### src/rtl/mips_ctrl_pkg.sv
`default_nettype none
// +----------------------------------------------------------------------+
// | Package    : mips_ctrl_pkg                                           |
// | Description: Shared opcode constants, FSM state encoding, ALU and    |
// |              PC-source codes, and the one-hot instruction class      |
// |              record used by the multicycle MIPS controller.          |
// | Revision   : 1.0 - initial release                                   |
// +----------------------------------------------------------------------+
package mips_ctrl_pkg;

  // Opcodes taken from inst[31:26]
  localparam logic [5:0] c_OP_RTYPE = 6'b000000;
  localparam logic [5:0] c_OP_LW    = 6'b100011;
  localparam logic [5:0] c_OP_SW    = 6'b101011;
  localparam logic [5:0] c_OP_BEQ   = 6'b000100;
  localparam logic [5:0] c_OP_ADDI  = 6'b001000;
  localparam logic [5:0] c_OP_J     = 6'b000010;

  // ALU operation select
  localparam logic [1:0] c_ALU_ADD  = 2'b00;
  localparam logic [1:0] c_ALU_SUB  = 2'b01;
  localparam logic [1:0] c_ALU_FUNC = 2'b10;

  // Next-PC source select
  localparam logic [1:0] c_PC_SEQ    = 2'b00;
  localparam logic [1:0] c_PC_BRANCH = 2'b01;
  localparam logic [1:0] c_PC_JUMP   = 2'b10;

  // Controller states; encodings are visible on the debug state port
  typedef enum logic [2:0] {
    ST_FETCH  = 3'd0,
    ST_DECODE = 3'd1,
    ST_EXEC   = 3'd2,
    ST_MEM    = 3'd3,
    ST_WB     = 3'd4
  } state_e;

  // One-hot instruction class
  typedef struct packed {
    logic rtype;
    logic lw;
    logic sw;
    logic beq;
    logic addi;
    logic j;
  } op_class_t;

endpackage
`default_nettype wire

### src/rtl/op_class_dec.sv
`default_nettype none
// +----------------------------------------------------------------------+
// | Module     : op_class_dec                                            |
// | Description: Maps a 6-bit opcode to a one-hot instruction class and  |
// |              flags any opcode outside the supported set.             |
// | Ports      : opcode_i  [5:0] opcode to classify                      |
// |              class_o         one-hot class (all zero when illegal)   |
// |              illegal_o       opcode not supported                    |
// | Revision   : 1.0 - initial release                                   |
// +----------------------------------------------------------------------+
module op_class_dec
  import mips_ctrl_pkg::*;
(
  input  logic [5:0] opcode_i,
  output op_class_t  class_o,
  output logic       illegal_o
);

  always_comb begin
    class_o   = '0;
    illegal_o = 1'b0;
    case (opcode_i)
      c_OP_RTYPE: class_o.rtype = 1'b1;
      c_OP_LW:    class_o.lw    = 1'b1;
      c_OP_SW:    class_o.sw    = 1'b1;
      c_OP_BEQ:   class_o.beq   = 1'b1;
      c_OP_ADDI:  class_o.addi  = 1'b1;
      c_OP_J:     class_o.j     = 1'b1;
      default:    illegal_o     = 1'b1;
    endcase
  end

endmodule
`default_nettype wire

### src/rtl/multicycle_ctrl.sv
`default_nettype none
// +----------------------------------------------------------------------+
// | Module     : multicycle_ctrl                                         |
// | Description: Five-state multicycle MIPS control FSM                  |
// |              (FETCH, DECODE, EXEC, MEM, WB).                         |
// | Ports      : clk, rst          clock, synchronous active-high reset  |
// |              opcode, zero      instruction opcode, ALU zero flag     |
// |              imem_ready        instruction word valid                |
// |              dmem_ready        data access complete                  |
// |              imem_req, ir_we   fetch request, IR load                |
// |              RegDst, reg_we, mem_to_reg, alu_src, alu_op             |
// |                                datapath controls                     |
// |              dmem_req, dmem_we data request / write enable           |
// |              pc_we, pc_src     PC update and source                  |
// |              illegal, retire   single-cycle status pulses            |
// |              state             current state (debug)                 |
// | Revision   : 1.0 - initial release                                   |
// +----------------------------------------------------------------------+
module multicycle_ctrl
  import mips_ctrl_pkg::*;
(
  input  logic       clk,
  input  logic       rst,
  input  logic [5:0] opcode,
  input  logic       zero,
  input  logic       imem_ready,
  input  logic       dmem_ready,
  output logic       imem_req,
  output logic       ir_we,
  output logic       RegDst,
  output logic       reg_we,
  output logic       mem_to_reg,
  output logic       alu_src,
  output logic [1:0] alu_op,
  output logic       dmem_req,
  output logic       dmem_we,
  output logic       pc_we,
  output logic [1:0] pc_src,
  output logic       illegal,
  output logic       retire,
  output logic [2:0] state
);

  state_e     state_q, state_d;
  logic [5:0] op_q, op_d;

  logic [5:0] w_dec_in;
  op_class_t  w_cls;
  logic       w_illegal;

  // One decoder serves every state: in DECODE it classifies the live
  // opcode, afterwards it classifies the latched op_q.
  assign w_dec_in = (state_q == ST_DECODE) ? opcode : op_q;

  op_class_dec u_dec (
    .opcode_i  (w_dec_in),
    .class_o   (w_cls),
    .illegal_o (w_illegal)
  );

  always_ff @(posedge clk) begin
    if (rst) begin
      state_q <= ST_FETCH;
      op_q    <= '0;
    end else begin
      state_q <= state_d;
      op_q    <= op_d;
    end
  end

  always_comb begin
    state_d    = state_q;
    op_d       = op_q;
    imem_req   = 1'b0;
    ir_we      = 1'b0;
    RegDst     = 1'b0;
    reg_we     = 1'b0;
    mem_to_reg = 1'b0;
    alu_src    = 1'b0;
    alu_op     = c_ALU_ADD;
    dmem_req   = 1'b0;
    dmem_we    = 1'b0;
    pc_we      = 1'b0;
    pc_src     = c_PC_SEQ;
    illegal    = 1'b0;
    retire     = 1'b0;
    state      = state_q;

    unique case (state_q)
      ST_FETCH: begin
        imem_req = 1'b1;
        if (imem_ready) begin
          ir_we   = 1'b1;
          pc_we   = 1'b1;
          pc_src  = c_PC_SEQ;
          state_d = ST_DECODE;
        end
      end

      ST_DECODE: begin
        op_d = opcode;
        if (w_illegal) begin
          illegal = 1'b1;
          state_d = ST_FETCH;
        end else if (w_cls.j) begin
          pc_we   = 1'b1;
          pc_src  = c_PC_JUMP;
          retire  = 1'b1;
          state_d = ST_FETCH;
        end else if (w_cls.rtype | w_cls.lw | w_cls.sw | w_cls.beq | w_cls.addi) begin
          state_d = ST_EXEC;
        end else begin
          state_d = ST_FETCH;
        end
      end

      ST_EXEC: begin
        if (w_cls.rtype) begin
          alu_op  = c_ALU_FUNC;
          state_d = ST_WB;
        end else if (w_cls.addi) begin
          alu_src = 1'b1;
          state_d = ST_WB;
        end else if (w_cls.lw | w_cls.sw) begin
          alu_src = 1'b1;
          state_d = ST_MEM;
        end else if (w_cls.beq) begin
          alu_op  = c_ALU_SUB;
          pc_we   = zero;
          pc_src  = c_PC_BRANCH;
          retire  = 1'b1;
          state_d = ST_FETCH;
        end else begin
          state_d = ST_FETCH;
        end
      end

      ST_MEM: begin
        dmem_req = 1'b1;
        dmem_we  = w_cls.sw;
        if (dmem_ready) begin
          if (w_cls.lw) begin
            state_d = ST_WB;
          end else begin
            retire  = w_cls.sw;
            state_d = ST_FETCH;
          end
        end
      end

      ST_WB: begin
        reg_we     = 1'b1;
        retire     = 1'b1;
        RegDst     = w_cls.rtype;
        mem_to_reg = w_cls.lw;
        state_d    = ST_FETCH;
      end

      default: state_d = ST_FETCH;
    endcase

    // Reset silences every output in the same cycle so an in-flight
    // fetch or data access is dropped without a stray write enable.
    if (rst) begin
      state_d    = ST_FETCH;
      op_d       = '0;
      imem_req   = 1'b0;
      ir_we      = 1'b0;
      RegDst     = 1'b0;
      reg_we     = 1'b0;
      mem_to_reg = 1'b0;
      alu_src    = 1'b0;
      alu_op     = c_ALU_ADD;
      dmem_req   = 1'b0;
      dmem_we    = 1'b0;
      pc_we      = 1'b0;
      pc_src     = c_PC_SEQ;
      illegal    = 1'b0;
      retire     = 1'b0;
      state      = 3'd0;
    end
  end

endmodule
`default_nettype wire

### config.mk
export PLATFORM = sky130hd
export DESIGN_NAME = multicycle_ctrl
export DESIGN_NICKNAME = d
export VERILOG_FILES = /design/src/rtl/mips_ctrl_pkg.sv /design/src/rtl/op_class_dec.sv /design/src/rtl/multicycle_ctrl.sv
export SDC_FILE = /design/constraint.sdc
export NUM_CORES = 1
export LEC_CHECK = 0
export CAP_MARGIN = 20
export CORE_MARGIN = 4
export CORE_UTILIZATION = 44
export DETAILED_ROUTE_END_ITERATION = 10
export PLACE_DENSITY = 0.88
export SYNTH_ARGS = -nofsm -noshare
export SYNTH_HDL_FRONTEND = slang
export SYNTH_SLANG_ARGS = --single-unit
### constraint.sdc
create_clock -name clk -period 4.85 [get_ports clk]
set_input_delay 0.97 -clock clk [delete_from_list [all_inputs] [get_ports clk]]
set_output_delay 0.97 -clock clk [all_outputs]
set_load 0.01 [all_outputs]
* After elaboration in Yosys (flattened, before gate mapping)
Cells that the tools add are included.
Storage, ports and cells: register bits after elaboration 9, bits in latches 0, memory bits (writable) 0, ROM bits 0, logic and storage cells 90, memories 0
Cells by class: add/sub/neg operators 0, multiply operators 0, divide/modulo/power cells 0, magnitude comparators 0, eq/ne operators 11, shifts and indexed selects 0, mux-type cells 68, bitwise logic cells 5, reductions and logical operators 4
Operator list (number):
- 1-bit 2-to-1 mux | 47
- 2-bit 2-to-1 mux | 10
- 3-bit 2-to-1 mux | 6
- 6-bit equality test, second input constant | 2
- 3-bit case mux with 4 select lines | 1
- 3-bit by 2-bit equality test with 1-bit output, second input constant | 2
- 6-bit by 2-bit equality test with 1-bit output, second input constant | 1
- 6-bit by 3-bit equality test with 1-bit output, second input constant | 1
- 6-bit by 4-bit equality test with 1-bit output, second input constant | 1
- 6-bit zero test | 1
- 6-bit 2-to-1 mux | 1
- 6-bit OR reduction | 1
- 1-bit OR | 5
- 2-bit inequality test, second input constant | 2
- 1-bit case mux with 4 select lines | 1
- 2-bit case mux with 2 select lines | 1
- 3-bit by 1-bit equality test with 1-bit output, second input constant | 1
- 3-bit equality test, second input constant | 1
- 3-bit zero test | 1
- 1-bit case mux with 3 select lines | 1
- 2-bit AND reduction | 1

* Longest topological paths before layout
Gate-level depths: netlist (run 1).
word-level depth 12, mapped depth 6, mapped depth without buffers 5

* By module
From an unflattened synthesis (run 1), not the netlist that was laid out.
Second synthesis, totals: cells, all modules 95, area total of the unflattened synthesis 774.5 µm²
By module, submodules not included:
- multicycle_ctrl | times used 1, cells each 82, area each 678.2 µm²
- op_class_dec | times used 1, cells each 13, area each 96.3 µm²

* Worst setup path after synthesis (run 1)
No wires, ideal clock.
path kind input -> output, start point input port opcode[0], end point output port pc_we, data arrival time 2.507 ns, required time 3.880 ns, slack 1.373 ns, stages on the path 5, path buffers 0, cells stage by stage or3_1 -> nor3_1 -> mux2i_1 -> o32a_2 -> a2111oi_4
On the way: cells in the longest elaborated chain, start to end 9, elaborated cells between the ends (all ways) 23, classes of those cells eq/ne (5); mux (15); bitwise (1); reduce/logical (2)
RTL lines:
- start: declaration | RTL line multicycle_ctrl.sv:24 | input logic [5:0] opcode,
- 6-bit 2-to-1 mux (*)
- 6-bit by 3-bit equality test with 1-bit output or 6-bit equality test (tied branches) | RTL line op_class_dec.sv:22 | case (opcode_i)
- 1-bit 2-to-1 mux | RTL line op_class_dec.sv:22
- 1-bit 2-to-1 mux or 1-bit OR (tied branches) | RTL line multicycle_ctrl.sv:127, multicycle_ctrl.sv:124
- 1-bit 2-to-1 mux | RTL line multicycle_ctrl.sv:124 | end else if (w_cls.lw | w_cls.sw) begin
- 1-bit 2-to-1 mux | RTL line multicycle_ctrl.sv:121 | end else if (w_cls.addi) begin
- 1-bit 2-to-1 mux | RTL line multicycle_ctrl.sv:118 | if (w_cls.rtype) begin
- 1-bit case mux with 3 select lines (*) | RTL line multicycle_ctrl.sv:89 | unique case (state_q)
- 1-bit 2-to-1 mux (*) | RTL line multicycle_ctrl.sv:164 | if (rst) begin
- end: declaration | RTL line multicycle_ctrl.sv:37 | output logic pc_we,
Every way passes the cells marked *; elsewhere a longest branch is shown, timed or not.

* Final worst setup path (run 1)
Same ends and word-level chain as after synthesis.

==> results.txt, run 1 <==
----------------------------------------------------
[Power]
  Overall power after layout ... 0.218 mW
  Sw Ratio ... 32.6%
  Power share of the sequential group ... 41.7%
  Clock network fraction of total power ... 25.0%
  Worst ir drop on vdd ... 181 uV
  Leak ... 0.364 nW
  Power density over the cells ... 215 nW/um2
  Combinational share of power ... 33.3%
  Cell Int Power ... 0.147 mW
  Net switching component of the power ... 0.0713 mW

[Yosys]
  Sequential area share after synthesis ... 25.7%
  Number of synthesis warnings ... 0
  Top_reg_cell synth ... sky130_fd_sc_hd__dfxtp_1
  Post-synthesis async set-or-reset flop share ... 0%
  Most frequently used cell type in the post-synthesis netlist ... sky130_fd_sc_hd__nand2_1
  Avg Synthesized Cell Area ... 7.22 um2
  Top cells by area, synth ... sky130_fd_sc_hd__dfxtp_1 (26%), sky130_fd_sc_hd__nand2_1 (7.0%), sky130_fd_sc_hd__nor2_1 (6.4%), sky130_fd_sc_hd__nor3_1 (5.7%), sky130_fd_sc_hd__a21oi_1 (5.0%)
  Most area-hungry cell type in the Yosys netlist ... sky130_fd_sc_hd__dfxtp_1
  Yosys top cell area share ... 25.7%
  Flip-flop and latch count after synthesis ... 9
  Total nets after synthesis ... 108
  Number of instances in the synthesized netlist ... 97
  Post-synth EDFFs ... 0
  Commonest cells post-synth ... sky130_fd_sc_hd__nand2_1 (13), sky130_fd_sc_hd__nor2_1 (12), sky130_fd_sc_hd__dfxtp_1 (9)
  Combined area of all synthesized cells ... 701 um2
  Post-synth cell types ... 32

[GRT]
  Initial antenna violation count ... 0
  Via count of the first global-routing pass ... 740
  Overall Global Routing Usage ... 18.2%
  Met3 capacity usage during global routing ... 1.88%
  Global routing usage on met2 ... 31.1%
  Maximum number of pins on one net before global-route repair ... 19
  Wire length of the first global-routing pass ... 3000 um
  Most utilized layer in the global route result ... met2
  Remaining global-route overflow ... 0
  Global-route met1 utilization ... 21.9%

[Die]
  Overall die area ... 2290 um2
  Number of cell rows ... 14
  Top-Level Pins ... 29
  Die Span X ... 47.9 um
  Core region area ... 1510 um2
  Starting utilization of the core area ... 46.5%
  Chip Height ... 47.9 um

[Cells and area]
  Final core area utilization ... 67.4%
  Fraction of final layout cells sized beyond drive strength 1 ... 8.80%
  Count of non-filler cells in the finished layout ... 141
  Reg area ... 180 um2
  Layout Cell Area excl Fill ... 1010 um2
  Fill cell total of the finished layout ... 133
  Multi-input logic area ... 478 um2
  Number of nets in the layout ... 137
  Number of antenna cells inserted ... 0
  Relative area change from synthesis to final layout ... 44.8%

[Routing]
  DRT iter0 DRCs ... 26
  WL/cell ... 14.1 um
  Residual antenna-violating net count after detailed routing ... 0
  Number of design rule violations left after detail routing ... 0
  Routed wire length ... 1990 um
  Routed via count ... 827
  Via-per-instance ratio ... 5.87
  First-pass detailed-route iteration total ... 4

[Placement]
  GP Congestion ... 0.832
  HPWL reported at the end of detailed placement ... 1560 um
  DP Cell Count ... 137
  Instance area after placement ... 988 um2
  IO Port Bufs ... 28

[Clock network]
  Number of hold-repair buffers added at the cts stage ... 0
  Sink count of the clock tree ... 9
  Clk Tree Root Cell ... sky130_fd_sc_hd__clkbuf_4
  # Post-CTS Setup Buffers ... 0
  Clock latency of the later-clocked register in the worst-skew pair ... 250 ps
  Total CTS buffers ... 3
  Clock slew at reported path FFs ... 50 ps
  Max H-tree Level ... 1
  Clock tree from TritonCTS ... done
  Max Root-Sink Buffers ... 2
  Post-CTS resize count ... 0

[Setup path]
  Startpoint types ... input port
  Data arrival at the endpoint of the critical path ... 3430 ps
  Data required time of the critical path ... 3880 ps
  Worst setup path class ... in -> out
  CP max FO ... 4
  Setup crit end kind ... primary output

[Timing]
  Maximum operating frequency ... 227 MHz
  Worst-case headroom to the max-slew limit ... 63.7%
  Worst slew pin tran ... 544 ps
  Unrepaired setup endpoints after global routing ... false
  Final period util ... 90.7%
  Hold violation total from the final report ... 0
  Crit path time final ... 4400 ps
  Setup TNS after final layout ... 0 ps
  Setup-violating endpoint count in the final report ... 0
  Final Slew Violations ... 0
  Worst-case clock skew ... 3.62 ps

[Job]
  # Max-Cap Violations ... 0

[Status]
  Outcome ... complete, no violations

[Worst hold path]
  HP Class ... reg -> reg

----------------------------------------------------
## cell type report
cell class | count | area share (%)
Sequential cell | 9 | 17.8
Multi-Input combinational cell | 78 | 47.1
Clock buffer | 4 | 2.59
Timing Repair Buffer | 30 | 29.1
Inverter | 4 | 1.48
Tap cell | 16 | 1.97
## worst max-delay path, stage by stage
cell	delay, ps
sky130_fd_sc_hd__clkdlybuf4s50_1	450
sky130_fd_sc_hd__or3_1	380
sky130_fd_sc_hd__nor3_1	280
sky130_fd_sc_hd__mux2i_1	120
sky130_fd_sc_hd__o32a_2	360
sky130_fd_sc_hd__a2111oi_4	270
sky130_fd_sc_hd__clkdlybuf4s50_1	590
## kinds of logic after synthesis
group                  Yosys count  synth area share, %
AOI/OAI and AO/OA               19                 21.6
buffers and inverters           10                 6.07
DFF                              9                 25.7
muxes                            3                 4.29
and+or+nand+nor                 56                 42.3
## worst paths after layout
check               end  cells after the start  startpoint  slack, ps
min reg2reg     op_q[0]                      2     op_q[0]        470
max               pc_we                      7   opcode[0]        450
max reg2reg  state_q[1]                      5  state_q[0]       2460
min             op_q[0]                      2     op_q[0]        470
## through the flow
stage / setup slack (ps) / hold slack, ps
2_1_floorplan: 1370 / 449
3_3_place_gp: 495 / 461
3_5_place_dp: 440 / 472
4_1_cts: 435 / 480
5_1_grt: 335 / 518
6_report: 453 / 474
## registers in the layout (all words and copies together), names as in the netlist
register  count
op_q          6
state_q       3
## layout by cell type (no fill, tap or decap), types with 2 or more instances in the layout
cell | Yosys | layout
sky130_fd_sc_hd__a211oi_1 | 2 | 2
sky130_fd_sc_hd__a21oi_1 | 7 | 7
sky130_fd_sc_hd__and2_1 | 2 | 2
sky130_fd_sc_hd__buf_4 | 1 | 2
sky130_fd_sc_hd__clkbuf_4 | 0 | 3
sky130_fd_sc_hd__clkdlybuf4s50_1 | 0 | 28
sky130_fd_sc_hd__dfxtp_1 | 9 | 9
sky130_fd_sc_hd__inv_1 | 4 | 4
sky130_fd_sc_hd__mux2i_1 | 3 | 3
sky130_fd_sc_hd__nand2_1 | 13 | 13
sky130_fd_sc_hd__nand2b_1 | 4 | 4
sky130_fd_sc_hd__nor2_1 | 12 | 12
sky130_fd_sc_hd__nor2b_1 | 2 | 2
sky130_fd_sc_hd__nor3_1 | 8 | 8
sky130_fd_sc_hd__nor4_1 | 3 | 3
sky130_fd_sc_hd__o21ai_0 | 3 | 3
sky130_fd_sc_hd__or3_1 | 2 | 2
sky130_fd_sc_hd__or4_1 | 2 | 2
sky130_fd_sc_hd__or4_4 | 2 | 2
## power by group through the flow
| stage | combinational (mW) | clock [mW] | sequential, mW |
|---|---|---|---|
| floorplan | 0.0503 | 0 | 0.0856 |
| global placement | 0.0699 | 0 | 0.0917 |
| global route | 0.0790 | 0.0607 | 0.0923 |
| CTS | 0.0721 | 0.0561 | 0.0907 |
| finish | 0.0727 | 0.0546 | 0.0911 |
| detailed placement | 0.0718 | 0 | 0.0923 |
## per-layer routing
metal  routed length, um  vias up
met1                 856      390
met4                  12        0
met5                   0        -
li1                    -      411
met3                  96        2
met2                1020       24
Note: power is estimated with default switching activity, not from simulation.
==> run 2: changes to the inputs <==
--- a/config.mk
+++ b/config.mk
@@ -5,8 +5,9 @@
 export SDC_FILE = /design/constraint.sdc
 export NUM_CORES = 1
 export LEC_CHECK = 0
+export ABC_CLOCK_PERIOD_IN_PS = 4850
 export CAP_MARGIN = 20
-export CORE_MARGIN = 4
+export CORE_MARGIN = 8
 export CORE_UTILIZATION = 44
 export DETAILED_ROUTE_END_ITERATION = 10
 export PLACE_DENSITY = 0.88
==> run 2 against run 1 <==
  * Critical path type unchanged
  * Largest cell class unchanged
  * Core utilization unchanged
  * Cell area unchanged
  * Sequential power is essentially flat
  * Wire length rose by 4.9%
  * Sequential cell count unchanged
==> results.txt, run 2 (same netlist as run 1, synthesis figures left out) <==
----------------------------------------------------
[Status]
  Outcome ... complete, no violations (unchanged)

[Die]
  Starting utilization of the core area ... 46.5% (unchanged)
  Overall die area ... 3130 um2 (was 2290 um2)
  Number of cell rows ... 14 (unchanged)
  Chip Height ... 55.9 um (was 47.9 um)
  Die Span X ... 55.9 um (was 47.9 um)
  Top-Level Pins ... 29 (unchanged)
  Core region area ... 1510 um2 (unchanged)

[Routing]
  DRT iter0 DRCs ... 12 (was 26)
  First-pass detailed-route iteration total ... 4 (unchanged)
  Number of design rule violations left after detail routing ... 0 (unchanged)
  Via-per-instance ratio ... 5.58 (was 5.87)
  Residual antenna-violating net count after detailed routing ... 0 (unchanged)
  Routed wire length ... 2090 um (was 1990 um)
  WL/cell ... 14.8 um (was 14.1 um)
  Routed via count ... 787 (was 827)

[Worst hold path]
  Hold endpoint ... op_q[4] (was op_q[0])
  HP Class ... reg -> reg (unchanged)
  Worst hold path depth ... 2 (unchanged)
  Start point of the worst hold path ... op_q[4] (was op_q[0])

[GRT]
  Global-route met1 utilization ... 16.1% (was 21.9%)
  Global routing usage on met2 ... 20.0% (was 31.1%)
  Overall Global Routing Usage ... 13.2% (was 18.2%)
  Initial antenna violation count ... 0 (unchanged)
  Maximum number of pins on one net before global-route repair ... 19 (unchanged)
  Via count of the first global-routing pass ... 718 (was 740)
  Met3 capacity usage during global routing ... 4.11% (was 1.88%)
  Remaining global-route overflow ... 0 (unchanged)
  Wire length of the first global-routing pass ... 3460 um (was 3000 um)
  Most utilized layer in the global route result ... met2 (unchanged)

[Setup path]
  Worst setup path class ... in -> out (unchanged)
  R2R setup slack ... 2440 ps (was 2460 ps)
  Data required time of the critical path ... 3880 ps (about the same)
  Setup crit end kind ... primary output (unchanged)
  CP max FO ... 4 (unchanged)
  Cell repeated most along the worst path ... sky130_fd_sc_hd__clkdlybuf4s50_1 (unchanged)
  Slowest CP cell ... sky130_fd_sc_hd__clkdlybuf4s50_1 (unchanged)
  Number of buffer and inverter instances along the worst setup path ... 2 (unchanged)
  Worst r2r dst ... state_q[1] (unchanged)
  Startpoint types ... input port (unchanged)
  Cell count of the worst reg-to-reg path ... 5 (unchanged)
  Reg2reg start ... state_q[0] (unchanged)
  Largest stage delay on the critical path ... 590 ps (about the same)
  Worst path cell trace ... clkdlybuf4s50_1 -> or3_1 -> nor3_1 -> mux2i_1 -> o32a_2 -> a2111oi_4 -> clkdlybuf4s50_1 (unchanged)
  Largest delay share family, worst path ... buffers and inverters (unchanged)
  Data arrival at the endpoint of the critical path ... 3470 ps (was 3430 ps)

[Clock network]
  Sink count of the clock tree ... 9 (unchanged)
  Number of hold-repair buffers added at the cts stage ... 0 (unchanged)
  # Post-CTS Setup Buffers ... 0 (unchanged)
  Total CTS buffers ... 3 (unchanged)
  Clock latency of the later-clocked register in the worst-skew pair ... 250 ps (about the same)
  Max H-tree Level ... 1 (unchanged)
  Max Root-Sink Buffers ... 2 (unchanged)
  Clk Tree Root Cell ... sky130_fd_sc_hd__clkbuf_4 (unchanged)
  Post-CTS resize count ... 0 (unchanged)
  Clock slew at reported path FFs ... 50 ps (about the same)
  Clock tree from TritonCTS ... done (unchanged)

[Timing]
  Crit path time final ... 4440 ps (was 4400 ps)
  Setup-violating endpoint count in the final report ... 0 (unchanged)
  Unrepaired setup endpoints after global routing ... false (unchanged)
  Final period util ... 91.5% (was 90.7%)
  Worst-case clock skew ... 2.68 ps (was 3.62 ps)
  Worst slew pin tran ... 546 ps (was 544 ps)
  Setup TNS after final layout ... 0 ps (unchanged)
  Maximum operating frequency ... 225 MHz (was 227 MHz)
  Hold violation total from the final report ... 0 (unchanged)
  Worst-case headroom to the max-slew limit ... 63.5% (was 63.7%)
  Final Slew Violations ... 0 (unchanged)

[Cells and area]
  Relative area change from synthesis to final layout ... 44.8% (unchanged)
  Fill cell total of the finished layout ... 139 (was 133)
  Leading cell type in the layout, fill and taps excluded ... sky130_fd_sc_hd__clkdlybuf4s50_1 (unchanged)
  Top flop regs ... op_q: 6 flops, state_q: 3 flops (unchanged)
  Number of antenna cells inserted ... 0 (unchanged)
  Largest reg by FF count ... op_q (unchanged)
  Number of nets in the layout ... 137 (unchanged)
  Reg area ... 180 um2 (unchanged)
  Multi-input logic area ... 478 um2 (unchanged)
  Flip-flop count of the largest register, all copies and words added ... 6 (unchanged)
  Final core area utilization ... 67.4% (unchanged)
  Most used cells in the layout excluding fill and tap cells ... sky130_fd_sc_hd__clkdlybuf4s50_1 (28), sky130_fd_sc_hd__nand2_1 (13), sky130_fd_sc_hd__nor2_1 (12) (unchanged)
  Fraction of final layout cells sized beyond drive strength 1 ... 8.80% (unchanged)

[Job]
  # Max-Cap Violations ... 0 (unchanged)

[Placement]
  IO Port Bufs ... 28 (unchanged)
  HPWL reported at the end of detailed placement ... 1670 um (was 1560 um)
  GP Congestion ... 0.849 (was 0.832)

[Power]
  Power density over the cells ... 214 nW/um2 (was 215 nW/um2)
  Worst ir drop on vdd ... 169 uV (was 181 uV)
  Leak ... 0.364 nW (unchanged)

----------------------------------------------------
==> run 2: how the worst max path moves through the flow <==
stage                     slack [ps]      start  endpoint  depth (start not counted)
after floorplan                 1370  opcode[0]     pc_we                          5
after global placement           490  opcode[0]     pc_we                          7
after detailed placement         420  opcode[0]     pc_we                          7
after CTS                        410  opcode[0]     pc_we                          7
after global routing             320  opcode[0]     pc_we                          7
final                            410  opcode[0]     pc_we                          7
==> run 2: per-layer routing <==
metal  routed length, um  vias up
li1                    -      410
met5                   0        -
met3                 110        2
met2                1040       23
met4                  17        0
met1                 913      352
==> run 2: report_power, final <==
group	switching [mW]	leakage, nW	total (mW)	internal [mW]
Clock	0.0220	0.0150	0.0535	0.0314
Sequential	0.0113	0.0735	0.0911	0.0797
Combinational	0.0363	0.276	0.0722	0.0359
Total	0.0697	0.364	0.217	0.147
==> run 2: layout make-up <==
type	count	area share, %
Multi-Input combinational cell	78	47.1
Timing Repair Buffer	30	29.1
Inverter	4	1.48
Tap cell	16	1.97
Sequential cell	9	17.8
Clock buffer	4	2.59
==> run 2: worst min-delay path: stages (launching register included) <==
cell and delay (ps):
sky130_fd_sc_hd__dfxtp_1 320, sky130_fd_sc_hd__nand2_1 50, sky130_fd_sc_hd__a21oi_1 50
==> run 2: stage by stage <==
step                      std cells  hold slack, ps  cell area (um2)  setup slack [ps]  power (mW)
after floorplan                  97             449              701              1370       0.136
after global placement          137             461              988               490       0.162
after detailed placement        137             470              988               421       0.164
after CTS                       141             478             1010               414       0.220
after global routing            141             491             1010               321       0.234
final                           141             478             1010               413       0.217
==> run 3: changes to the inputs <==
--- a/config.mk
+++ b/config.mk
@@ -5,10 +5,11 @@
 export SDC_FILE = /design/constraint.sdc
 export NUM_CORES = 1
 export LEC_CHECK = 0
-export ABC_CLOCK_PERIOD_IN_PS = 4850
+export ABC_CLOCK_PERIOD_IN_PS = 5250
 export CAP_MARGIN = 20
-export CORE_MARGIN = 8
+export CORE_MARGIN = 2
 export CORE_UTILIZATION = 44
+export CTS_CLUSTER_SIZE = 14
 export DETAILED_ROUTE_END_ITERATION = 10
 export PLACE_DENSITY = 0.88
 export SYNTH_ARGS = -nofsm -noshare
==> constraint.sdc (replaced) <==
create_clock -name clk -period 5.25 [get_ports clk]
set_input_delay 1.05 -clock clk [delete_from_list [all_inputs] [get_ports clk]]
set_output_delay 1.05 -clock clk [all_outputs]
set_load 0.01 [all_outputs]
==> run 3 against run 2 <==
  * Via count is 2.2% lower
  * Critical path type unchanged
  * Die area down 38%
  * Largest power group unchanged
  * Wire length shrank 15%
  * Count of clock-buffer cells in the layout unchanged
  * Power decreased by 7.8%
  * Hold slack got worse by 5.2 ps
  * Register-to-register slack better by 370 ps
==> results.txt, run 3 (same netlist as run 1, synthesis figures left out) <==
----------------------------------------------------
[Status]
  Outcome ... complete, no violations (unchanged)

[Timing]
  Worst-case headroom to the max-slew limit ... 62.6% (was 63.5%)
  Crit path time final ... 4560 ps
  Worst-case clock skew ... 2.54 ps (was 2.68 ps)
  Final period util ... 86.8%
  Final Slew Violations ... 0 (unchanged)
  Worst slew pin tran ... 561 ps (was 546 ps)
  Setup-violating endpoint count in the final report ... 0 (unchanged)
  Hold violation total from the final report ... 0 (unchanged)
  Maximum operating frequency ... 219 MHz
  Setup TNS after final layout ... 0 ps (unchanged)
  Unrepaired setup endpoints after global routing ... false (unchanged)

[Power]
  Worst ir drop on vdd ... 168 uV (was 169 uV)
  Power density over the cells ... 197 nW/um2 (was 214 nW/um2)
  Leak ... 0.364 nW (unchanged)

[Cells and area]
  Number of nets in the layout ... 137 (unchanged)
  Leading cell type in the layout, fill and taps excluded ... sky130_fd_sc_hd__clkdlybuf4s50_1 (unchanged)
  Relative area change from synthesis to final layout ... 44.8% (unchanged)
  Top flop regs ... op_q: 6 flops, state_q: 3 flops (unchanged)
  Fraction of final layout cells sized beyond drive strength 1 ... 8.80% (unchanged)
  Flip-flop count of the largest register, all copies and words added ... 6 (unchanged)
  Layout Cell Area excl Fill ... 1010 um2 (unchanged)
  Most used cells in the layout excluding fill and tap cells ... sky130_fd_sc_hd__clkdlybuf4s50_1 (28), sky130_fd_sc_hd__nand2_1 (13), sky130_fd_sc_hd__nor2_1 (12) (unchanged)
  Number of antenna cells inserted ... 0 (unchanged)
  Count of non-filler cells in the finished layout ... 141 (unchanged)
  Largest reg by FF count ... op_q (unchanged)
  Fill cell total of the finished layout ... 132 (was 139)

[Setup path]
  Setup crit end kind ... primary output (unchanged)
  Data arrival at the endpoint of the critical path ... 3510 ps (was 3470 ps)
  Data required time of the critical path ... 4200 ps (was 3880 ps)
  Worst setup path class ... in -> out (unchanged)
  CP max FO ... 5 (was 4)
  Startpoint types ... input port (unchanged)

[Clock network]
  Clock latency of the later-clocked register in the worst-skew pair ... 250 ps (about the same)
  Total CTS buffers ... 3 (unchanged)
  Post-CTS resize count ... 0 (unchanged)
  Clock slew at reported path FFs ... 50 ps (about the same)
  Clk Tree Root Cell ... sky130_fd_sc_hd__clkbuf_4 (unchanged)
  Clock tree from TritonCTS ... done (unchanged)
  Max Root-Sink Buffers ... 2 (unchanged)
  Max H-tree Level ... 1 (unchanged)
  Sink count of the clock tree ... 9 (unchanged)
  Number of hold-repair buffers added at the cts stage ... 0 (unchanged)
  # Post-CTS Setup Buffers ... 0 (unchanged)

[Placement]
  Instance area after placement ... 988 um2 (unchanged)
  HPWL reported at the end of detailed placement ... 1370 um (was 1670 um)
  DP Cell Count ... 137 (unchanged)
  GP Congestion ... 0.812 (was 0.849)
  IO Port Bufs ... 28 (unchanged)

[Die]
  Die Span X ... 43.9 um (was 55.9 um)
  Overall die area ... 1930 um2 (was 3130 um2)
  Number of cell rows ... 14 (unchanged)
  Chip Height ... 43.9 um (was 55.9 um)
  Top-Level Pins ... 29 (unchanged)
  Starting utilization of the core area ... 46.5% (unchanged)
  Core region area ... 1510 um2 (unchanged)

[Routing]
  Routed wire length ... 1770 um (was 2090 um)
  Via-per-instance ratio ... 5.46 (was 5.58)
  Residual antenna-violating net count after detailed routing ... 0 (unchanged)
  First-pass detailed-route iteration total ... 4 (unchanged)
  DRT iter0 DRCs ... 16 (was 12)
  Routed via count ... 770 (was 787)
  WL/cell ... 12.5 um (was 14.8 um)
  Number of design rule violations left after detail routing ... 0 (unchanged)

[GRT]
  Initial antenna violation count ... 0 (unchanged)
  Remaining global-route overflow ... 0 (unchanged)
  Overall Global Routing Usage ... 19.8% (was 13.2%)
  Wire length of the first global-routing pass ... 2900 um (was 3460 um)
  Via count of the first global-routing pass ... 661 (was 718)
  Maximum number of pins on one net before global-route repair ... 19 (unchanged)

[Job]
  # Max-Cap Violations ... 0 (unchanged)

[Worst hold path]
  HP Class ... reg -> reg (unchanged)

----------------------------------------------------
-- run 3: per-layer routing --
layer	up-vias	GRT usage [%]	share of wire [%]
li1	410	-	-
met1	337	28.0	48
met2	21	30.6	47
met3	2	1.25	4.6
met4	0	9.09	0.45
met5	-	0	0
-- run 3: power breakdown --
group	internal [mW]	total, mW	switching, mW
Sequential	0.0736	0.0842	0.0105
Clock	0.0291	0.0500	0.0209
Combinational	0.0331	0.0657	0.0326
-- run 3: per-stage QoR --
step | utilization (%) | power [mW] | setup WS [ps] | hold WS [ps]
2_1_floorplan | - | 0.126 | 1610 | 449
3_3_place_gp | 65.6 | 0.149 | 749 | 462
3_5_place_dp | 65.6 | 0.150 | 704 | 464
4_1_cts | 67.4 | 0.202 | 692 | 472
5_1_grt | 67.4 | 0.215 | 624 | 515
6_report | 67.4 | 0.200 | 693 | 473
-- run 3: layout make-up --
type                       count  area (um2)  area share, %
clock buffer                   4        26.3           2.59
tap                           16        20.0           1.97
multi-input combinational     78         478           47.1
inverter                       4        15.0           1.48
timing repair buffer          30         295           29.1
sequential                     9         180           17.8
-- run 3: path summary, 6_finish.rpt --
kind | start | to | slack, ps | depth (start not counted)
setup / recovery | opcode[0] | pc_we | 690 | 8
hold / removal | op_q[4] | op_q[4] | 470 | 2
hold reg to reg | op_q[4] | op_q[4] | 470 | 2
setup reg to reg | state_q[0] | state_q[1] | 2810 | 5
-- run 3: critical path, stage by stage --
cell and delay [ps]:
sky130_fd_sc_hd__clkdlybuf4s50_1 460, sky130_fd_sc_hd__or3_1 380, sky130_fd_sc_hd__nor3_1 170, sky130_fd_sc_hd__buf_4 160, sky130_fd_sc_hd__mux2i_1 70, sky130_fd_sc_hd__o32a_2 370, sky130_fd_sc_hd__a2111oi_4 260, sky130_fd_sc_hd__clkdlybuf4s50_1 580
